[src/rtl/elevator_call_registry.sv]
// Call registry for a 4-floor elevator: synchronises and edge-detects buttons, latches calls
// until served, and drives F/U/D/S. Define CALL_CANCEL_EN to let a repeat car press cancel a call.
module elevator_call_registry #(
  parameter int SYNC_STAGES = 2,
  parameter int CLR_CYCLES  = 2
) (
  input  logic       clk,
  input  logic       reset,
  input  logic [3:0] btn_car,
  input  logic [3:0] btn_up,
  input  logic [3:0] btn_down,
  input  logic [1:0] AC,
  input  logic [2:0] DISP,
  input  logic       open,
  output logic [3:0] F,
  output logic [3:0] U,
  output logic [3:0] D,
  output logic [3:0] S
);
  typedef enum logic {DIR_UP = 1'b0, DIR_DOWN = 1'b1} dir_t;

  localparam logic [2:0]  PRIME_DONE = 3'(SYNC_STAGES + 1);
  localparam logic [3:0]  CLR_MAX    = 4'(CLR_CYCLES);
  // {down[3:0], up[3:0], car[3:0]}; up[3] and down[0] are not real buttons
  localparam logic [11:0] BTN_MASK   = 12'b1110_0111_1111;

  function automatic logic [3:0] sat_inc(input logic [3:0] c);
    return (c >= CLR_MAX) ? CLR_MAX : c + 4'd1;
  endfunction

  function automatic logic [3:0] stop_qualify(input logic [3:0] f,
                                              input logic [3:0] u,
                                              input logic [3:0] d,
                                              input logic       going_up);
    logic [3:0] calls;
    logic [3:0] s;
    logic       beyond;
    calls = f | u | d;
    s     = '0;
    for (int i = 0; i < 4; i++) begin
      beyond = 1'b0;
      for (int j = 0; j < 4; j++)
        if ((going_up && j > i) || (!going_up && j < i)) beyond = beyond | calls[j];
      // a hall call with nothing further along the run is picked up regardless of its direction
      s[i] = f[i] | (u[i] & going_up) | (d[i] & ~going_up) | ((u[i] | d[i]) & ~beyond);
    end
    return s;
  endfunction

  logic [11:0] btn_raw;
  logic [11:0] sync_p0 [SYNC_STAGES];
  logic [11:0] hist_p0;
  logic [2:0]  prime_cnt;
  logic        vld_p0;
  logic [11:0] press_p1;

  assign btn_raw = {btn_down, btn_up, btn_car};
  assign vld_p0  = (prime_cnt == PRIME_DONE);

  // ---- stage p0: synchroniser chain and edge detect; p1: registered press pulse ----
  // Edge detect stays disarmed until the chain has refilled, so buttons held through reset are not seen as presses.
  always_ff @(posedge clk) begin
    if (reset) begin
      for (int k = 0; k < SYNC_STAGES; k++) sync_p0[k] <= '0;
      hist_p0   <= '0;
      prime_cnt <= '0;
      press_p1  <= '0;
    end else begin
      sync_p0[0] <= btn_raw;
      for (int k = 1; k < SYNC_STAGES; k++) sync_p0[k] <= sync_p0[k-1];
      hist_p0 <= sync_p0[SYNC_STAGES-1];
      if (!vld_p0) prime_cnt <= prime_cnt + 3'd1;
      press_p1 <= vld_p0 ? (sync_p0[SYNC_STAGES-1] & ~hist_p0 & BTN_MASK) : '0;
    end
  end

  logic       disp_ok;
  logic       restart;
  logic       clr_fire;
  logic [2:0] disp_q;
  logic [3:0] clr_cnt;
  logic [3:0] clr_cnt_nxt;
  logic [3:0] floor_oh;
  logic [3:0] clr_mask;
  logic [3:0] ign_mask;
  logic [3:0] car_pr;
  logic [3:0] up_pr;
  logic [3:0] dn_pr;
  logic [3:0] f_nxt;
  logic [3:0] u_nxt;
  logic [3:0] d_nxt;
  dir_t       last_dir;
  dir_t       dir_nxt;

  // ---- stage p2: call latches, service clear, direction and stop-qualify ----
  always_comb begin
    disp_ok     = ~DISP[2];
    floor_oh    = 4'b0001 << DISP[1:0];
    restart     = (DISP != disp_q);
    clr_cnt_nxt = '0;
    if (open && disp_ok) clr_cnt_nxt = restart ? 4'd1 : sat_inc(clr_cnt);
    // one-shot: fire only on the transition into CLR_MAX, or on a fresh floor when CLR_MAX is 1
    clr_fire = (clr_cnt_nxt == CLR_MAX) && (restart || (clr_cnt != CLR_MAX));
    clr_mask = clr_fire ? floor_oh : '0;
    ign_mask = (open && disp_ok) ? floor_oh : '0;

    car_pr = press_p1[3:0]  & ~ign_mask;
    up_pr  = press_p1[7:4]  & ~ign_mask;
    dn_pr  = press_p1[11:8] & ~ign_mask;

`ifdef CALL_CANCEL_EN
    f_nxt = (F ^ car_pr) & ~clr_mask;
`else
    f_nxt = (F | car_pr) & ~clr_mask;
`endif
    u_nxt = (U | up_pr) & ~clr_mask & 4'b0111;
    d_nxt = (D | dn_pr) & ~clr_mask & 4'b1110;

    dir_nxt = last_dir;
    if (AC == 2'd1)  dir_nxt = DIR_UP;
    else if (AC[1])  dir_nxt = DIR_DOWN;
  end

  always_ff @(posedge clk) begin
    disp_q <= DISP;
  end

  always_ff @(posedge clk) begin
    if (reset) begin
      F        <= '0;
      U        <= '0;
      D        <= '0;
      S        <= '0;
      clr_cnt  <= '0;
      last_dir <= DIR_UP;
    end else begin
      F        <= f_nxt;
      U        <= u_nxt;
      D        <= d_nxt;
      S        <= stop_qualify(f_nxt, u_nxt, d_nxt, dir_nxt == DIR_UP);
      clr_cnt  <= clr_cnt_nxt;
      last_dir <= dir_nxt;
    end
  end

endmodule

[config.mk]
export PLATFORM = sky130hd
export DESIGN_NAME = elevator_call_registry
export DESIGN_NICKNAME = d
export VERILOG_FILES = /design/src/rtl/elevator_call_registry.sv
export SDC_FILE = /design/constraint.sdc
export NUM_CORES = 1
export LEC_CHECK = 0
export CAP_MARGIN = 30
export CORE_ASPECT_RATIO = 1.25
export CORE_MARGIN = 2
export CORE_UTILIZATION = 61
export DETAILED_ROUTE_END_ITERATION = 8
export DONT_BUFFER_PORTS = 1
export PLACE_DENSITY = 0.77
export SLEW_MARGIN = 20
export SYNTH_ARGS = -nofsm -noshare
export SYNTH_HDL_FRONTEND = slang
export SYNTH_SLANG_ARGS = --single-unit
[constraint.sdc]
create_clock -name clk -period 2.3 [get_ports clk]
set_clock_uncertainty 0.05 [all_clocks]
set_input_delay 0.345 -clock clk [delete_from_list [all_inputs] [get_ports clk]]
set_output_delay 0.345 -clock clk [all_outputs]
set_load 0.01 [all_outputs]
* Word level (Yosys, flattened, before mapping)
Memory sizes are Yosys's and may differ from the RTL's.
Cells that the tools add are included.
** Storage, ports and cells
- Register bits after elaboration :: 48
- Bits in writable memories :: 24
- Input bits :: 20
- Output and inout bits :: 16
- Logic and storage cells :: 108
- Memories kept :: 1
** Cells by class
- $add $sub $neg :: 2
- Magnitude comparators :: 1
- Eq/ne operators :: 5
- Shift-type cells :: 1
- Mux-type cells :: 30
- Bitwise operators :: 53
- Reduce and logical (&&, ||, !) cells :: 4
** Memories
- sync_p0 :: depth 2, bits a word 12, rd ports 2, clocked after Yosys merged registers in 0, write ports 2, RTL line 51 : logic [11:0] sync_p0 [SYNC_STAGES];
** Operators by type and width (number)
- 12-bit two-way mux :: 2
- 1-bit two-way mux :: 23
- 1-bit OR :: 21
- 4-bit two-way mux :: 5
- 4-bit AND :: 4
- 12-bit AND :: 1
- 12-bit inverter :: 1
- 4-bit OR :: 3
- 1-bit AND :: 10
- 4-bit inverter :: 2
- 1-bit inverter :: 7
- 3-bit AND :: 2
- 4-bit by 1-bit adder with 4-bit output, second input constant :: 1
- 4-bit by 2-bit == test with 1-bit output, second input constant :: 1
- 4-bit by 2-bit greater-or-equal comparator with 1-bit output, second input constant :: 1
- 4-bit by 2-bit inequality test with 1-bit output, second input constant :: 1
- 4-bit by 3-bit OR with 4-bit output :: 1
- 1-bit by 2-bit left shift with 4-bit output, first input constant :: 1
- 3-bit by 1-bit adder with 3-bit output, second input constant :: 1
- 3-bit by 2-bit == test with 1-bit output, second input constant :: 1
- 3-bit inequality test :: 1
- 3-bit OR :: 1
- 2-bit by 1-bit == test with 1-bit output, second input constant :: 1
- 1-bit logical AND :: 2
- 2 further kinds :: 2

* Depth between registers and ports, before layout
Gate-level depths: netlist of run 1.
- Word-level depth :: 22
- Gate-level depth with buffers :: 7
- Depth with buffers taken out :: 7

* Least setup slack after synthesis of run 1
Ideal clock, no wire load.
- Path type :: in2reg
- From :: input port DISP[0]
- To :: register S[1]
- Library setup time :: 0.092 ns
- Data arrival time :: 1.907 ns
- Required time :: 2.158 ns
- Path slack :: 0.250 ns
- Stages :: 6
- Buffers on the path :: 1
- Cell sequence :: or4b_1 buf_2 o21ai_2 or4b_1 a31o_1 o32ai_1
** Between the ends
- Longest elaborated chain between the ends :: 21
- Elaborated cells on any way between the ends :: 38
- Classes of those cells :: eq/ne: 2; shift: 1; mux: 10; bitwise: 23; reduce/logical: 2
** Ends and longest elaborated chain
- start, declared :: RTL line 13 : input logic [2:0] DISP,
- 3-bit inequality test :: RTL line 99 : restart = (DISP != disp_q);
- 4-bit two-way mux (2 in series) :: RTL line 101 : if (open && disp_ok) clr_cnt_nxt = restart ? 4'd1 : sat_inc(clr_cnt);
- 4-bit by 2-bit == test with 1-bit output :: RTL line 103 : clr_fire = (clr_cnt_nxt == CLR_MAX) && (restart || (clr_cnt != CLR_MAX));
- 1-bit logical AND :: RTL line 103
- 4-bit two-way mux :: RTL line 104 : clr_mask = clr_fire ? floor_oh : '0;
- 4-bit inverter :: RTL line 114, 117
- 4-bit AND / 3-bit AND (equally long branches) :: RTL line 114, 116
- 4-bit by 3-bit OR with 4-bit output :: RTL line 38 : calls = f | u | d;
- [4 not listed]
- 1-bit two-way mux :: RTL line 43 : if ((going_up && j > i) || (!going_up && j < i)) beyond = beyond | calls[j];
- 1-bit two-way mux :: RTL line 129 : if (reset) begin
- 1-bit OR :: RTL line 43
- 1-bit two-way mux :: RTL line 43
- 1-bit two-way mux :: RTL line 129
- 1-bit inverter :: RTL line 45 : s[i] = f[i] | (u[i] & going_up) | (d[i] & ~going_up) | ((u[i] | d[i]) & ~beyond);
- 1-bit AND :: RTL line 45
- 1-bit OR * :: RTL line 45
- end signal, assigned :: RTL line 140 : S <= stop_qualify(f_nxt, u_nxt, d_nxt, dir_nxt == DIR_UP);
- end, declared :: RTL line 18 : output logic [3:0] S
Mark *: on every way between the ends. The rest lies on a longest branch, timed or not. The select of a mux whose other input is x is not followed.
A chain may end at the register's enable or synchronous reset.

* Final worst setup path of run 1
- From :: register clr_cnt[0]
- To :: register S[1]
** Between the ends
- Longest elaborated chain between the ends :: 22
- Elaborated cells on any way between the ends :: 32
- Classes of those cells :: add/sub: 1; order compare: 1; eq/ne: 2; mux: 10; bitwise: 16; reduce/logical: 2
** Ends and longest elaborated chain
- start, declared :: RTL line 81 : logic [3:0] clr_cnt;
- start signal, assigned :: RTL line 141 : clr_cnt <= clr_cnt_nxt;
- 4-bit by 1-bit adder with 4-bit output / 4-bit by 2-bit greater-or-equal comparator with 1-bit output (equally long branches) :: RTL line 28 : return (c >= CLR_MAX) ? CLR_MAX : c + 4'd1;
- 4-bit two-way mux :: RTL line 28
- 4-bit two-way mux (2 in series) :: RTL line 101
- 4-bit by 2-bit == test with 1-bit output :: RTL line 103
- 1-bit logical AND * :: RTL line 103
- 4-bit two-way mux * :: RTL line 104
- 4-bit inverter * :: RTL line 114, 117
- 4-bit AND / 3-bit AND (equally long branches) :: RTL line 114, 116
- [5 not listed]
- 1-bit two-way mux :: RTL line 43
- 1-bit two-way mux :: RTL line 129
- 1-bit OR :: RTL line 43
- 1-bit two-way mux :: RTL line 43
- 1-bit two-way mux :: RTL line 129
- 1-bit inverter :: RTL line 45
- 1-bit AND :: RTL line 45
- 1-bit OR * :: RTL line 45
Marked as above.

==> key figures, run 1 <==
Outcome
  – Outcome: completed

Synthesis
  – Yosys warns: 0
  – Avg Inst Size Synth: 10.2 sq um
  – Register area share after synthesis: 56.3%
  – FF+latch count, synth: 65
  – Cell taking the most area after synthesis: dfxtp_1
  – Share of async-settable or async-resettable flops after synthesis: 0%
  – Cells after synthesis: approximately 230
  – Post-synth EDFFs: 0
  – Synth top area share: a little under three fifths
  – Synth cell types: between 40 and 50
  – Syn Std Cell Area: between 2000 and 2500 sq um
  – Synth area leaders: dfxtp_1, nor2b_1, and3b_1, a21oi_1, nor2_1
  – Main flop type after synthesis: dfxtp_1

GRT
  – Met3 usage in global routing: 5.67%
  – Global-route wire length before repair: around 7000 microns
  – GRT met1 Usage: about a quarter
  – Layer with the highest usage: met2
  – Vias in the first global route: 1591
  – Total congestion overflow: 0
  – Antenna violations before repair: 0
  – GRT Total Usage: 21.8%
  – Largest net degree at the start of global routing: 52
  – Met2 usage in global routing: a little over a third

STA
  – Slew @ Worst Pin: 626 ps
  – Fmax: 473 MHz
  – Final setup margin: approximately 190 ps
  – Max-slew violations: 0
  – Period utilisation layout: 91.9%
  – Worst hold slack: 18.5 ps
  – Final setup fails: 0
  – Clock period minus worst slack: roughly 2100 ps
  – RSZ-0062 raised after global routing: false
  – Final hold vios: 0
  – Setup TNS Final: 0 ps
  – Relative slew slack: around three fifths

Worst setup path
  – Peak fanout along the critical path: 6
  – Critical path endpoint category: flip-flop
  – Critical path arrival: ~2300 ps
  – Family with the most delay on the worst path: simple AND/OR/NAND/NOR gates
  – Critical Path Start Type: flip-flop
  – Max incr delay on CP: 590 ps
  – WS Path Type: flip-flop to flip-flop
  – Required time of the worst setup path: 2490 ps
  – Critical-path cell list: inv_1, ha_1, nor4b_1, or4_1, nand3_1, o31ai_1, o32ai_1
  – Slowest cell on crit path: or4_1
  – Sum of buffers and inverters on the critical path: 1

Layout
  – Sequential Area: ~1300 sq um
  – Commonest non-fill, non-tap cell in the layout: dfxtp_1
  – Area Growth Syn to Fin: 10.1%
  – Commonest non-fill, non-tap cells in the layout: dfxtp_1, nor2b_1, nor2_1
  – # diodes: 0
  – Area of the multi-input gates: 963 sq um
  – Share of cells above drive strength 1: under 10%
  – # nets final: 258
  – FILL cells: 292

Clock network
  – Clock-pin slew on the worst setup and hold paths: 70 ps
  – CTS tree: done
  – Clock sink count: 65
  – Setup Buffers After CTS: 0
  – CTS Buf Count: 9
  – H-tree level count: 3
  – Latest clock arrival within the worst-skew pair: about 340 ps
  – Clock tree buffer depth: 2
  – Hold buffer count at CTS: 3
  – Root buffer selected by CTS: clkbuf_8
  – Post-CTS sizing: 0

Route
  – Vias per cell: 5.83
  – DRC: 0
  – Vias: 1622
  – Drt total wl: 4330 microns
  – Detailed Route Iter0 Violations: about 110
  – Antenna Violating Nets Remaining: 0
  – Pre-antenna DRT Iters: 4
  – WL per Instance: 15.6 microns

Worst hold path
  – Hold WC Path Type: primary input to flip-flop

Floorplanning
  – Total die area: 4300 sq um
  – Die H: 72.8 microns
  – Core area: 3720 sq um
  – Initial core utilization: 62.1%
  – Core Rows: 25
  – Chip width: roughly 59 microns
  – Io pins: 36

Power and ir drop
  – Max VDD drop: approximately 0.77 mV
  – Leakage: 1.05 nW
  – Cell area power density: between 800 and 900 nW/um^2

Placement
  – Dpl ws: 226 ps
  – GPL Wtd Cong: between 0.9 and 1
  – PortBufs: 0
  – DP Wirelength: 2920 microns

Run
  – Max_cap viols: 0
path summary, 6_finish.rpt:
path	from	end	slack, ps	depth (start not counted)
worst max-delay path	clr_cnt[0]	S[1]	190	7
worst min-delay path	reset	D[1]	20	1
worst max register to register	clr_cnt[0]	S[1]	190	7
worst min register to register	sync_p0[0][11]	sync_p0[0][23]	390	1
layer usage:
metal  routed length (microns)  vias to the layer above
met5                         0                        -
met4                       169                        0
met3                       236                       14
met2                      2150                       64
met1                      1780                      746
li1                          -                      798
where the power goes:
group	switching, mW	leakage, nW	internal [mW]
combinational	0.0609	0.427	0.0533
sequential	0.0194	0.531	1.17
clock	0.413	0.0915	0.472
total	0.493	1.05	1.69
layout make-up:
class,instances,share of cell area (%)
multi-input combinational,151,37.9
sequential,65,51.1
timing repair buffer,4,1.47
clock inverter,2,0.492
tap,40,1.97
inverter,3,0.442
clock buffer,13,6.64
synth_stat cells (2+ instances only):
library cell,number
a211o_1,4
a21boi_0,5
a21oi_1,13
a22oi_1,5
and3b_1,10
buf_4,2
clkbuf_1,5
dfxtp_1,65
ha_1,4
inv_1,3
nand2_1,13
nand2b_1,2
nand3_1,3
nor2_1,16
nor2b_1,32
nor3_1,5
nor3b_1,3
o21ai_0,6
o31ai_1,3
o32ai_1,2
or4b_1,2
xor2_1,4
flip-flops by register name, indices dropped and copies added (netlist names), 3 cells and up:
name       flops
clr_cnt        4
press_p1      10
S              4
F              4
sync_p0       20
hist_p0       10
disp_q         3
D              3
prime_cnt      3
U              3
through the flow:
step	cells	power [mW]	instance area (sq um)	utilization [%]
3_3_place_gp	260	1.31	2330	62.7
3_5_place_dp	260	1.32	2330	62.7
6_report	278	2.19	2540	68.4
4_1_cts	278	2.20	2540	68.4
2_1_floorplan	228	1.31	2320	-
5_1_grt	278	2.27	2540	68.4
worst reg2reg max path: cells and delay by family, from the launching register on:
family                     cells  cell delay (ps)
and+or+nand+nor                3              880
AOI/OAI and AO/OA              2              350
DFF                            1              350
buffers and inverters          1               80
adders and majority gates      1              310
logic make-up after synthesis:
kind of cell	Yosys count	share of synthesized area, %
and+or+nand+nor	95	24.3
DFF	65	56.3
AOI/OAI and AO/OA	44	12.8
buffers and inverters	12	2.33
adders and majority gates	4	2.17
xor gates and xnor gates	4	1.52
other	1	0.162
muxes	1	0.433
Power figures use the tool's default switching activity.
==> run 2: changes to the inputs <==
ABC_AREA = 1   (was not set)
==> key figures, run 2 <==
Route
  – DRC: 1 (+1)
  – WL per Instance: 10.4 microns (-34%)
  – Drt total wl: 3450 microns (-20%)
  – Vias: 1572 (-3.1%)
  – Detailed Route Iter0 Violations: 101 (-3.8%)
  – Antenna Violating Nets Remaining: 0 (unchanged)
  – Pre-antenna DRT Iters: 6 (+2)
  – Vias per cell: 4.72 (-19%)

Power and ir drop
  – Internal Power: 1.71 mW (+0.69%)
  – Leakage: 1.14 nW (+9.0%)
  – Clock share of power: 41.5% (+1.0 points)
  – Net Sw Power: 0.493 mW (about the same)
  – Comb pwr share: 4.6% (-0.6 points)
  – Max VDD drop: 0.686 mV (-11%)
  – Switching part of the total power: 22.4% (-0.12 points)
  – Seq pwr share: 53.9% (-0.4 points)
  – Cell area power density: 864 nW/um^2 (+0.59%)

Worst setup path
  – Peak fanout along the critical path: 4 (-2)
  – Critical-path cell list: inv_1, ha_1, nand4_1, nand4_1, nor2_4, nand3_2, nand2_1, nand3_1, nand2_1, nand2_1, a21oi_1
  – Family with the most delay on the worst path: simple AND/OR/NAND/NOR gates
  – Sum of buffers and inverters on the critical path: 1 (unchanged)
  – Slowest cell on crit path: dfxtp_1
  – Most used cell along the critical path: nand2_1
  – Critical path arrival: 2030 ps (-280 ps)
  – WS Path Type: flip-flop to flip-flop
  – Critical path endpoint category: flip-flop
  – Max incr delay on CP: 330 ps (-260 ps)
  – Critical Path Start Type: flip-flop
  – Required time of the worst setup path: 2510 ps (+20 ps)

Clock network
  – Root buffer selected by CTS: clkbuf_8
  – Clock tree buffer depth: 2 (unchanged)
  – Setup Buffers After CTS: 0 (unchanged)
  – Clock sink count: 65 (unchanged)
  – CTS tree: done
  – H-tree level count: 3 (unchanged)
  – Clock-pin slew on the worst setup and hold paths: 70 ps (about the same)
  – Latest clock arrival within the worst-skew pair: 330 ps (about the same)
  – CTS Buf Count: 9 (unchanged)

STA
  – Fmax: 548 MHz (+16%)
  – Clock period minus worst slack: 1820 ps (-290 ps)
  – Worst hold slack: 34.2 ps (+15.6 ps)
  – Setup TNS Final: 0 ps (unchanged)
  – Period utilisation layout: 79.3% (-13 points)
  – Max-slew violations: 0 (unchanged)
  – Final hold vios: 0 (unchanged)
  – Final setup margin: 476 ps (+290 ps)
  – Final setup fails: 0 (unchanged)
  – RSZ-0062 raised after global routing: false
  – Relative slew slack: 66.0% (+7.8 points)
  – Slew @ Worst Pin: 511 ps (-115 ps)

Layout
  – # diodes: 0 (unchanged)
  – # nets final: 312 (+21%)
  – Final Cell Area: 2540 sq um (about the same)
  – Share of cells above drive strength 1: 9.22% (+2.1 points)
  – FILL cells: 304 (+4.1%)
  – Area Growth Syn to Fin: 10.3%
  – Sequential Area: 1300 sq um (unchanged)
  – Number of flip-flops in the largest register: 20 (unchanged)
  – Most flop-heavy register: sync_p0
  – Top Registers: sync_p0 x20, hist_p0 x10, press_p1 x10
  – Commonest non-fill, non-tap cells in the layout: dfxtp_1, inv_1, nor2_1
  – Area of the multi-input gates: 732 sq um (-24%)
  – Commonest non-fill, non-tap cell in the layout: dfxtp_1

Synthesis
  – Cell taking the most area after synthesis: dfxtp_1
  – FF+latch count, synth: 65 (unchanged)
  – Post-synth EDFFs: 0 (unchanged)
  – Avg Inst Size Synth: 8.27 sq um (-19%)
  – Synth area leaders: dfxtp_1, inv_1, nor2_1, nand2_1, nor3_1
  – Synth cell types: 25 (-39%)
  – Main flop type after synthesis: dfxtp_1
  – Commonest cells in the netlist: dfxtp_1, inv_1, nor2_1, nand2_1, nor3_1
  – Share of async-settable or async-resettable flops after synthesis: 0% (unchanged)
  – Register area share after synthesis: 56.4% (+0.12 points)
  – Yosys warns: 0 (unchanged)
  – Syn Std Cell Area: 2310 sq um (-0.22%)
  – Synth top area share: 56.4% (+0.12 points)
  – Cells after synthesis: 279 (+23%)
  – Most common cell in the netlist: dfxtp_1

Run
  – Max_cap viols: 0 (unchanged)

GRT
  – Largest net degree at the start of global routing: 49 (-5.8%)
  – Vias in the first global route: 1508 (-5.2%)
  – Antenna violations before repair: 0 (unchanged)
  – GRT Total Usage: 18.9% (-2.9 points)
  – Total congestion overflow: 0 (unchanged)
  – Global-route wire length before repair: 6000 microns (-12%)

Outcome
  – Outcome: complete, but fails checks
  – Failing checks: design-rule violations

Worst hold path
  – Hold WC Path Type: primary input to flip-flop

Floorplanning
  – Chip width: 59.0 microns (-0.10%)
  – Core Rows: 25 (unchanged)
  – Initial core utilization: 62.5% (+0.39 points)
  – Core area: 3690 sq um (-0.84%)
  – Io pins: 36 (unchanged)
  – Die H: 72.7 microns (-0.10%)
  – Total die area: 4290 sq um (-0.20%)

Placement
  – DP Wirelength: 2200 microns (-25%)
  – Post-DP Area: 2310 sq um (-1.1%)
  – PortBufs: 0 (unchanged)
  – GPL Wtd Cong: 0.825 (-14%)
  – Dpl ws: 519 ps (+293 ps)
run 2: cell types whose count changed in the layout (fill, tap and decap cells not counted), moves of 10 or more:
cell,change
nor2b_1,-32
and3b_1,-10
inv_1,+56
nand2_1,+17
nor2_1,+41
run 2: through the flow:
stage / power [mW] / std cells / utilization, %
after CTS: 2.22 / 332 / 68.6
after floorplan: 1.30 / 281 / -
final: 2.20 / 333 / 68.9
after global routing: 2.31 / 333 / 68.9
after detailed placement: 1.30 / 313 / 62.5
after global placement: 1.30 / 313 / 62.5
run 2: routing by layer:
metal	global-route usage (%)	vias up	share of wire, %
met2	30.9	33	49
met4	10.4	0	2.0
met1	20.3	681	44
met3	8.16	9	4.4
met5	0	-	0
li1	-	849	-
run 2: what timing repair did:
item	CTS	global route
hold buffers	3	1
hold endpoints to repair	3	1
resized for setup	0	0
run 2: path summary, 6_finish.rpt:
check                                 from             end  slack, ps  cells after the start
worst max register to register  clr_cnt[0]            S[1]        480                     11
worst min register to register  hist_p0[5]     press_p1[5]        330                      1
worst max-delay path            clr_cnt[0]            S[1]        480                     11
worst min-delay path                 reset  sync_p0[0][11]         30                      1
run 2: cell type report:
type,instances,share of cell area [%]
flip-flops and latches,65,51.2
multi-input cells,148,28.8
inverters,60,8.85
clock buffers,9,4.87
clock inverters,7,2.80
well taps,40,1.97
repair buffers,4,1.57
run 2: cells by family (layout without fill, tap and decap cells):
group	Yosys count	after routing	synth area share (%)
DFF	65	65	56.4
adders and majority gates	4	4	2.17
buffers and inverters	68	80	12.2
other	1	3	0.163
xor gates and xnor gates	1	1	0.706
and+or+nand+nor	115	115	21.3
AOI/OAI and AO/OA	25	25	7.11
run 2: power groups by stage:
stage          sequential (mW)  combinational (mW)  clock, mW
2_1_floorplan             1.21              0.0966          0
3_3_place_gp              1.21              0.0900          0
3_5_place_dp              1.21              0.0935          0
4_1_cts                   1.19               0.100      0.934
5_1_grt                   1.19               0.120       1.00
6_report                  1.19               0.101      0.912
run 2: worst reg2reg max path, cell delays in order, from the launching register on:
cell and delay [ps]:
dfxtp_1 330, inv_1 50, ha_1 290, nand4_1 110, nand4_1 150, nor2_4 160
nand3_2 100, nand2_1 130, nand3_1 100, nand2_1 80, nand2_1 70, a21oi_1 120
